`src/rtl/key_expansion_ctrl.sv`:
```
// AES-256 key-expansion sequencer and round-key server in front of the expander.
// Optional feature: define KEY_REUSE_EN to skip re-expansion of an unchanged key.
module key_expansion_ctrl #(
  parameter int NUM_RK      = 15,
  parameter int TIMEOUT_CYC = 80
) (
  input  logic         Clk,
  input  logic         Rst,
  input  logic         start,
  input  logic [255:0] key_in,
  output logic         busy,
  output logic         key_valid,
  output logic         err,
  input  logic         rk_req,
  input  logic [3:0]   rk_idx,
  output logic         rk_ready,
  output logic         rk_valid,
  output logic [127:0] rk_data,
  output logic         rk_bad,
  output logic         KE_Rst,
  output logic         KE_En,
  output logic [255:0] KE_data_in,
  output logic [3:0]   KE_Addr_Key,
  input  logic         KE_ready,
  input  logic [127:0] KE_Out_Key
);

  typedef enum logic [1:0] {IDLE, CLEAR, EXPAND, DONE} state_t;

  localparam int                CNT_W    = $clog2(TIMEOUT_CYC);
  localparam logic [CNT_W-1:0]  CNT_LAST = CNT_W'(TIMEOUT_CYC - 1);
  localparam logic [4:0]        NUM_RK_W = 5'(NUM_RK);

  state_t             state, state_d;
  logic [CNT_W-1:0]   cnt, cnt_d;
  logic               rd_pend, rd_pend_d;
  logic               busy_d, key_valid_d, err_d, rk_ready_d, rk_valid_d, rk_bad_d;
  logic               ke_rst_d, ke_en_d;
  logic [127:0]       rk_data_d;
  logic [255:0]       ke_data_d;
  logic [3:0]         ke_addr_d;
  logic               accept, timeout, reuse_hit, addr_bad;

  // A start is only taken in IDLE, or in DONE once no read is in flight.
  assign accept   = start && ((state == IDLE) || ((state == DONE) && rk_ready));
  assign timeout  = (state == EXPAND) && !KE_ready && (cnt == CNT_LAST);
  assign addr_bad = {1'b0, KE_Addr_Key} >= NUM_RK_W;

`ifdef KEY_REUSE_EN
  logic [255:0] last_key;
  logic         last_vld;

  assign reuse_hit = last_vld && (key_in == last_key);

  // NOTE: the key copy is an ordinary register, so it is reset like the rest; last_vld alone gates its use.
  always_ff @(posedge Clk or negedge Rst) begin
    if (!Rst) begin
      last_key <= '0;
      last_vld <= 1'b0;
    end else if ((state == EXPAND) && KE_ready) begin
      last_key <= KE_data_in;
      last_vld <= 1'b1;
    end else if (timeout) begin
      last_vld <= 1'b0;
    end
  end
`else
  assign reuse_hit = 1'b0;
`endif

  always_ff @(posedge Clk or negedge Rst) begin
    if (!Rst) begin
      state       <= IDLE;
      cnt         <= '0;
      rd_pend     <= 1'b0;
      busy        <= 1'b0;
      key_valid   <= 1'b0;
      err         <= 1'b0;
      rk_ready    <= 1'b0;
      rk_valid    <= 1'b0;
      rk_bad      <= 1'b0;
      rk_data     <= '0;
      KE_Rst      <= 1'b0;
      KE_En       <= 1'b0;
      KE_data_in  <= '0;
      KE_Addr_Key <= '0;
    end else begin
      // NOTE: non-blocking assignments so every register samples pre-edge values.
      state       <= state_d;
      cnt         <= cnt_d;
      rd_pend     <= rd_pend_d;
      busy        <= busy_d;
      key_valid   <= key_valid_d;
      err         <= err_d;
      rk_ready    <= rk_ready_d;
      rk_valid    <= rk_valid_d;
      rk_bad      <= rk_bad_d;
      rk_data     <= rk_data_d;
      KE_Rst      <= ke_rst_d;
      KE_En       <= ke_en_d;
      KE_data_in  <= ke_data_d;
      KE_Addr_Key <= ke_addr_d;
    end
  end

  always_comb begin
    // NOTE: default first so no path through this block leaves state_d unassigned (no latch).
    state_d = state;
    case (state)
      IDLE:    if (start) state_d = reuse_hit ? DONE : CLEAR;
      CLEAR:   state_d = EXPAND;
      EXPAND: begin
        if (KE_ready)              state_d = DONE;
        else if (cnt == CNT_LAST)  state_d = IDLE;
      end
      DONE:    if (start && rk_ready) state_d = reuse_hit ? DONE : CLEAR;
      default: state_d = IDLE;
    endcase
  end

  always_comb begin
    busy_d      = (state_d == CLEAR) || (state_d == EXPAND);
    key_valid_d = (state_d == DONE);
    ke_en_d     = (state_d == EXPAND);
    ke_rst_d    = KE_Rst;
    if (state_d == CLEAR)       ke_rst_d = 1'b0;
    else if (state_d == EXPAND) ke_rst_d = 1'b1;

    err_d = err;
    if (accept)       err_d = 1'b0;
    else if (timeout) err_d = 1'b1;

    cnt_d     = ((state == EXPAND) && (state_d == EXPAND)) ? cnt + CNT_W'(1) : '0;
    ke_data_d = accept ? key_in : KE_data_in;

    // Read pipeline: accept (E0) -> data (E1) -> ready again (E2).
    ke_addr_d  = KE_Addr_Key;
    rk_data_d  = rk_data;
    rk_ready_d = rk_ready;
    rd_pend_d  = rd_pend;
    rk_valid_d = 1'b0;
    rk_bad_d   = 1'b0;
    if (state_d != DONE) begin
      rk_ready_d = 1'b0;
      rd_pend_d  = 1'b0;
    end else if ((state != DONE) || accept) begin
      rk_ready_d = 1'b1;
    end else if (rd_pend) begin
      rd_pend_d  = 1'b0;
      rk_valid_d = 1'b1;
      rk_bad_d   = addr_bad;
      rk_data_d  = addr_bad ? '0 : KE_Out_Key;
    end else if (rk_valid) begin
      rk_ready_d = 1'b1;
    end else if (rk_req && rk_ready) begin
      ke_addr_d  = rk_idx;
      rk_ready_d = 1'b0;
      rd_pend_d  = 1'b1;
    end
  end

endmodule
```
`config.mk`:
```
export PLATFORM = sky130hd
export DESIGN_NAME = key_expansion_ctrl
export DESIGN_NICKNAME = d
export VERILOG_FILES = /design/src/rtl/key_expansion_ctrl.sv
export SDC_FILE = /design/constraint.sdc
export NUM_CORES = 1
export LEC_CHECK = 0
export BUFFER_PORTS_ARGS = -buffer_cell sky130_fd_sc_hd__buf_2
export CORE_AREA = 4 4 304 306
export DETAILED_ROUTE_END_ITERATION = 10
export DIE_AREA = 0 0 308 310
export HOLD_SLACK_MARGIN = 0.05
export PLACE_DENSITY = 0.52
export SETUP_SLACK_MARGIN = 0.02
export SYNTH_ARGS = -nofsm -noshare
export SYNTH_HDL_FRONTEND = slang
export SYNTH_SLANG_ARGS = --single-unit
```
`constraint.sdc`:
```
create_clock -name Clk -period 2.8 [get_ports Clk]
set_clock_uncertainty 0.2 [all_clocks]
set_input_delay 0.42 -clock Clk [delete_from_list [all_inputs] [get_ports Clk]]
set_output_delay 0.42 -clock Clk [all_outputs]
set_load 0.02 [all_outputs]
```
## After elaboration in Yosys (flattened, before gate mapping)

Index checks and enable logic that the tools add are counted.

- Bits in registers: 406
- Bits of input ports: 393
- Output and inout port bits: 396
- Word-level logic and storage cells: 76

- Add/subtract/negate cells: 1
- $lt $le $gt $ge: 1
- Eq/ne operators: 11
- Mux-type cells: 27
- Bitwise logic cells: 4
- Reductions and logical operators: 18

Operators by type and width:

| kind | count |
|---|---|
| 128-bit 2-to-1 mux | 1 |
| 1-bit 2-to-1 mux | 20 |
| 2-bit == test (second input constant) | 4 |
| 2-bit 2-to-1 mux | 4 |
| 2-bit one-hot mux with 4 select lines | 1 |
| 7-bit by 1-bit adder with 7-bit output (second input constant) | 1 |
| 7-bit == test (second input constant) | 1 |
| 1-bit logical AND | 7 |
| 7-bit 2-to-1 mux | 1 |
| 2-bit != test (second input constant) | 3 |
| 5-bit AND reduction | 1 |
| 2-bit by 1-bit == test with 1-bit output (second input constant) | 2 |
| 4-bit greater-or-equal comparator (second input constant) | 1 |
| 1-bit NOT | 4 |
| 2-bit nonzero test | 2 |
| 4-bit nonzero test | 1 |
| 1-bit logical OR | 3 |
| 3-bit by 1-bit != test with 1-bit output (second input constant) | 1 |
| 3-bit AND reduction | 1 |
| 2-bit zero test | 1 |
| 2-bit AND reduction | 1 |
| 1-bit zero test | 1 |

## Logic depth before layout (Yosys ltp)

Gate-level depths: netlist of run 1.

- Depth in word-level cells: 7
- Depth in mapped cells: 10

## Least setup slack after synthesis of run 1

No wires, ideal clock.

- Path kind: reg-to-reg
- Start point: reg cnt[0]
- End point: reg rk_data[0]
- Arrival: 2.007 ns
- Slack: 0.513 ns
- Cell stages (with the launch flop): 11
- Buffers on the path: 3
- Clock period less this slack: 2.287 ns
- Cells stage by stage: dfrtp_1 ha_1 and3_1 nand3_1 o21a_1 ha_1 and4_1 buf_2 buf_6 buf_6 mux2i_1

- Word-level cells in the longest chain between the ends: 7

Ends and longest elaborated chain:

| item | line | text |
|---|---|---|
| from (decl) | 35 | `logic [CNT_W-1:0] cnt, cnt_d;` |
| from (signal assigned) | 90 | `cnt <= cnt_d;` |
| 7-bit == test | 114 | `else if (cnt == CNT_LAST) state_d = IDLE;` |
| 2-bit 2-to-1 mux | 114 |  |
| 2-bit 2-to-1 mux | 113 | `if (KE_ready) state_d = DONE;` |
| 2-bit one-hot mux with 4 select lines | 109 | `case (state)` |
| named net state_d[1] | 34 | `state_t state, state_d;` |
| 2-bit != test | 143 | `if (state_d != DONE) begin` |
| 1-bit NOT (no line) | -- |  |
| 3-bit AND reduction (no line) | -- |  |
| to (signal assigned) | 98 | `rk_data <= rk_data_d;` |
| to (decl) | 18 | `output logic [127:0] rk_data,` |

The timed path passes the listed nets, and every way through them passes these cells.
A chain may end at the register's enable or synchronous reset.

## Final worst setup path of run 1

- Start point: reg cnt[0]
- End point: reg rk_data[16]

Same word-level chain as after synthesis.

==> results.ini, run 1 <==
[synthesis]
synth_edf_count=0
netlist_instances=1164
synth_fp_nets=1561
synth_cell_types=34
synth_warnings=0
yosys_register_bits=406
syn_area_per_cell_um2=14.8
synth_flop_cell=dfrtp_1
async_flop_share_pct=100
ys_seq_area_share_pct=58.9
syn_area_mm2=0.0173

[power_and_ir_drop]
seq_power_share_pct=33.4
comb_power_share_pct=46.3
leakagePower_uw=0.0140
p_int_uw=19100
ir_drop_mv=0.529
switching_share_pct=38.3
p_sw_uw=11800
power_density_mw_per_mm2=1100
clock_power_share_pct=20.4

[detailed_routing]
drt_pass1_iterations=4
wl_per_cell_um=16.2
drt_wl_total_mm=58.1
antenna_left=0
drc=0
vias_per_cell=3.72
drt-initial-drc-count=480
vias=13400

[global_route]
grt_max_degree=91
antenna_found_initial=2
grt_overflow=0
track_usage_pct=11.4
grt_pass1_wl_mm=85.7
grt_pass1_vias=14700

[timing]
fin_crit_sh_pct=93.2
fmax_mhz=383
hold_viol_final=0
fin_tns_setup_ps=0
finalMaxSlewViolations=0
fin_crit_ps=2610
rsz0062_at_grt=false
setup_viol=0
worst_slew_pin_slew_ps=710
slew_headroom_pct=52.6

[clocking]
tritoncts=built
clock_latency_ps=560
cts_htree_levels=2
cts_buffer_depth=3
cts.sinks=406
clk_pin_slew_ps=70
clock_tree.root_cell=clkbuf_16
cts_made_buffers=47

[placed_design]
dp_hpwl_mm=41.4
gp_congestion=0.760
place_area_mm2=0.0226
port_buffers=788

[floorplan]
io_pins=789
fp.dieH_um=310
design.core.area_mm2=0.0896
initial_utilization_pct=19.3
dieArea_mm2=0.0955
dieWidth_um=308
rows=110

[finish]
mostFrequentLayoutCells=buf_2 (787), dfrtp_1 (406), dlygate4sd3_1 (392), mux2_4 (229), inv_1 (133)
diodes=0
seqCellArea_mm2=0.0102
final_area_mm2=0.0281
area_growth_pct=62.7
final_common_cell=buf_2
nets=2782
n_fill_cell=8966
multi_input_area_mm2=0.00590
layout-drive-gt1-share_pct=48.7

[worst_setup_path]
endpoint_kind=register
crit_fanout=24
cp.arrival_ps=2880
worstPathRequired_ps=3070
worstSetupPathType=reg2reg
worstSetupStartpointType=register

[worst_hold_path]
hold_class=in2async

[run_status]
status=complete, no violations

[run]
maxCapViolCount=0

flip-flops by register name, indices dropped and copies added (netlist names), 2 cells and up:
| signal | flops |
|---|---|
| state | 2 |
| KE_Addr_Key | 4 |
| rk_data | 128 |
| KE_data_in | 256 |
| cnt | 7 |
per-stage QoR:
| stage | hold slack (ps) | utilization [%] | power (uW) | setup WS (ps) | std cells |
|---|---|---|---|---|---|
| 6_report | 236 | 31.3 | 30900 | 190 | 3596 |
| 5_1_grt | 265 | 31.3 | 32600 | 57.7 | 3596 |
| 4_1_cts | 217 | 31.3 | 31300 | 156 | 3596 |
| 3_5_place_dp | 259 | 25.2 | 24300 | 135 | 3120 |
| 3_3_place_gp | 259 | 25.2 | 24200 | 202 | 3120 |
| 2_1_floorplan | -75.6 | - | 19600 | 513 | 1164 |
power by group through the flow:
stage	clock, uW	sequential (uW)	combinational (uW)
floorplan	0	13600	6030
global placement	0	10400	13900
detailed placement	0	10300	14000
CTS	6570	10300	14500
global route	6770	10700	15200
finish	6300	10300	14300
worst max-delay path, cell delays in order, from the launching register on:
cell and delay, ps:
dfrtp_1 390, ha_1 240, and3_1 230, nand3_1 110, o21a_1 170, ha_2 230, and4_4 280, buf_12 190
buf_12 230, mux2i_1 240
Yosys cell counts, types with 3 or more instances:
library cell / n / area [um^2]
buf_12: 22 / 440
nand2_1: 131 / 492
nand3_1: 4 / 20.0
o21ai_0: 4 / 20.0
mux2_2: 31 / 349
a21oi_1: 3 / 15.0
ha_1: 4 / 50.1
buf_2: 3 / 15.0
buf_6: 16 / 180
buf_4: 3 / 22.5
nor2_1: 8 / 30.0
mux2i_1: 129 / 1290
mux2_4: 229 / 3440
dfrtp_1: 406 / 10200
clkbuf_1: 14 / 52.6
inv_1: 133 / 499
layout make-up:
cell class / instances / share of cell area (%)
flip-flops and latches: 406 / 36.2
repair buffers: 1230 / 30.2
clock buffers: 68 / 4.94
multi-input cells: 567 / 21.0
clock inverters: 16 / 0.673
inverters: 133 / 1.78
well taps: 1176 / 5.24
layer usage:
layer / up-vias / routed length (um) / GRT usage, %
met5: - / 28 / 0
met4: 4 / 2320 / 4.50
met3: 126 / 4680 / 3.66
met2: 537 / 28400 / 20.0
met1: 6439 / 22600 / 12.9
li1: 6263 / - / -
path summary, 6_finish.rpt:
path                                       start                     endpoint  slack [ps]  cells past startpoint
worst max-delay path            cnt[0]$_DFF_PN0_      rk_data[16]$_DFFE_PN0P_         190                      9
worst min-delay path                         Rst      rk_data[42]$_DFFE_PN0P_         240                      2
worst max register to register  cnt[0]$_DFF_PN0_      rk_data[16]$_DFFE_PN0P_         190                      9
worst min register to register  cnt[0]$_DFF_PN0_             cnt[0]$_DFF_PN0_         260                      1
max in group asynchronous                    Rst  KE_data_in[217]$_DFFE_PN0P_        1350                      3
min in group Clk                cnt[0]$_DFF_PN0_             cnt[0]$_DFF_PN0_         260                      1
cells by family after synthesis:
group	share of synthesized area, %
flops	58.9
mux	29.4
buf+inv	7.01
simple gates	3.71
compound gates	0.537
fa+ha+maj	0.290
xor+xnor	0.152
repair_timing:
item | in CTS | in global routing
endpoints found under the hold margin | 441 | 0
resized for setup | 0 | 1
setup buffers | 0 | 0
setup endpoints to repair | 0 | 1
hold buffers | 392 | 0
Note: power is estimated with default switching activity, not from simulation.
==> run 2: changes to the inputs <==
--- a/config.mk
+++ b/config.mk
@@ -5,7 +5,7 @@
 export SDC_FILE = /design/constraint.sdc
 export NUM_CORES = 1
 export LEC_CHECK = 0
-export BUFFER_PORTS_ARGS = -buffer_cell sky130_fd_sc_hd__buf_2
+export BUFFER_PORTS_ARGS = -buffer_cell sky130_fd_sc_hd__buf_4
 export CORE_AREA = 4 4 304 306
 export DETAILED_ROUTE_END_ITERATION = 10
 export DIE_AREA = 0 0 308 310
==> results.ini, run 2 (same netlist as run 1, synthesis figures left out) <==
[detailed_routing]
vias_per_cell=3.76
drt_wl_total_mm=61.7
antenna_left=0
vias=13500
wl_met1_mm=23.0
met2_length_mm=31.8
drt-initial-drc-count=522
wl_per_cell_um=17.1
drt_pass1_iterations=4
routed.top_layer=met5
wl_met3_mm=5.04
drc=0

[global_route]
grt_max_degree=96
grt_overflow=0
antenna_found_initial=5
grt_pass1_wl_mm=90.8
grt_pass1_vias=15300
track_usage_pct=12.1

[worst_setup_path]
crit_chain=ha_1 > and3_1 > nand3_1 > o21a_1 > ha_1 > and4_4 > buf_4 > buf_12 > mux2i_1
reg2regPathDepth=9
worstPathRequired_ps=3080
critical-path-slowest-cell=dfrtp_1
endpoint_kind=register
cp.arrival_ps=2790
cpLargestDelayFamily=simple AND/OR/NAND/NOR gates
slowest_delay_ps=400
path_buf_inv=2
worstSetupStartpoint=cnt[0]$_DFF_PN0_
cp.depth=9
worstReg2RegStart=cnt[0]$_DFF_PN0_
crit_top_cell=ha_1
worstSetupStartpointType=register
crit_fanout=17
r2r_setup_slack_ps=290
worstSetupPathType=reg2reg

[floorplan]
dieArea_mm2=0.0955
design.core.area_mm2=0.0896
fp.dieH_um=310
rows=110
initial_utilization_pct=19.3
io_pins=789
dieWidth_um=308

[finish]
area_growth_pct=74.3
layout-drive-gt1-share_pct=48.9
largest_reg_flops=256
nets=2796
reg_top3=KE_data_in (256), rk_data (128), cnt (7)
final_common_cell=buf_4
n_fill_cell=8744
final_cells=3604
max_flop_register=KE_data_in
mostFrequentLayoutCells=buf_4 (834), dfrtp_1 (406), dlygate4sd3_1 (392), mux2_4 (229), inv_1 (133)
final_area_mm2=0.0301

[clocking]
clock_latency_ps=560
cts_buffer_depth=3
cts.sinks=406
clk_pin_slew_ps=60
ctsResizeCount=0
clock_tree.root_cell=clkbuf_16
tritoncts=built
cts_made_buffers=49
cts_htree_levels=2

[placed_design]
dp_hpwl_mm=45.1
gp_congestion=0.807
dp_cells=3130
place_area_mm2=0.0246
port_buffers=788
post-place-ws_ps=51.7

[timing]
fin_tns_setup_ps=0
fmax_mhz=398
finalMaxSlewViolations=0
hold_viol_final=0
worst_slew_pin_slew_ps=714
rsz0062_at_grt=false
slew_headroom_pct=52.3
worst_slack_ps=286
timing.hold.ws_ps=275
fin_crit_sh_pct=89.8
setup_viol=0
fin_crit_ps=2510

[power_and_ir_drop]
p_sw_uw=12200
ir_drop_mv=0.479
p_int_uw=20800
power_density_mw_per_mm2=1100
leakagePower_uw=0.0147
seq_power_share_pct=31.8
switching_share_pct=37.0
comb_power_share_pct=49.0
clock_power_share_pct=19.1

[run_status]
status=complete, no violations

[worst_hold_path]
hold_path_depth=1
hold_class=reg2reg
hp-start=cnt[0]$_DFF_PN0_

[run]
maxCapViolCount=0

[run 2: cell count changes in the layout (fill, tap and decap cells not counted), sizes merged]
cell,delta
diode,+2
bufinv,+1
clkbuf,-6
buf,+12
clkinvlp,-1
[run 2: final cells by class]
class / instances / area [um^2] / share of cell area [%]
multi-input combinational: 567 / 5900 / 19.6
clock buffer: 62 / 1340 / 4.44
clock inverter: 16 / 211 / 0.703
tap: 1176 / 1470 / 4.89
antenna: 2 / 5.00 / 0.0166
timing repair buffer: 1242 / 10500 / 34.9
inverter: 133 / 499 / 1.66
sequential: 406 / 10200 / 33.8
[run 2: power groups by stage]
stage / sequential [uW] / combinational [uW] / clock [uW]
2_1_floorplan: 13600 / 6030 / 0
3_3_place_gp: 10500 / 15700 / 0
3_5_place_dp: 10500 / 15900 / 0
4_1_cts: 10500 / 16400 / 6560
5_1_grt: 10900 / 17100 / 6770
6_report: 10500 / 16200 / 6320
[run 2: final timing paths]
path | to
min in group asynchronous | rk_data[93]$_DFFE_PN0P_
worst max register to register | rk_data[1]$_DFFE_PN0P_
worst max-delay path | rk_data[1]$_DFFE_PN0P_
worst min register to register | cnt[0]$_DFF_PN0_
worst min-delay path | cnt[0]$_DFF_PN0_
max in group asynchronous | KE_data_in[103]$_DFFE_PN0P_
[run 2: layer usage]
metal  vias up  GRT usage (%)
li1       6290              -
met1      6633           13.2
met2       507           22.3
met3       108           3.96
met4         4           3.81
met5         -              0
[run 2: what timing repair did]
item	4_1_cts	5_1_grt
hold buffers	392	0
buffers inserted	0	2
setup endpoints to repair	0	92
endpoints found under the hold margin	436	0
[run 2: through the flow]
step                utilization [%]  total power, uW
global placement               27.4            26100
global route                   33.6            34700
floorplan                         -            19600
detailed placement             27.4            26400
CTS                            33.5            33500
finish                         33.6            33000
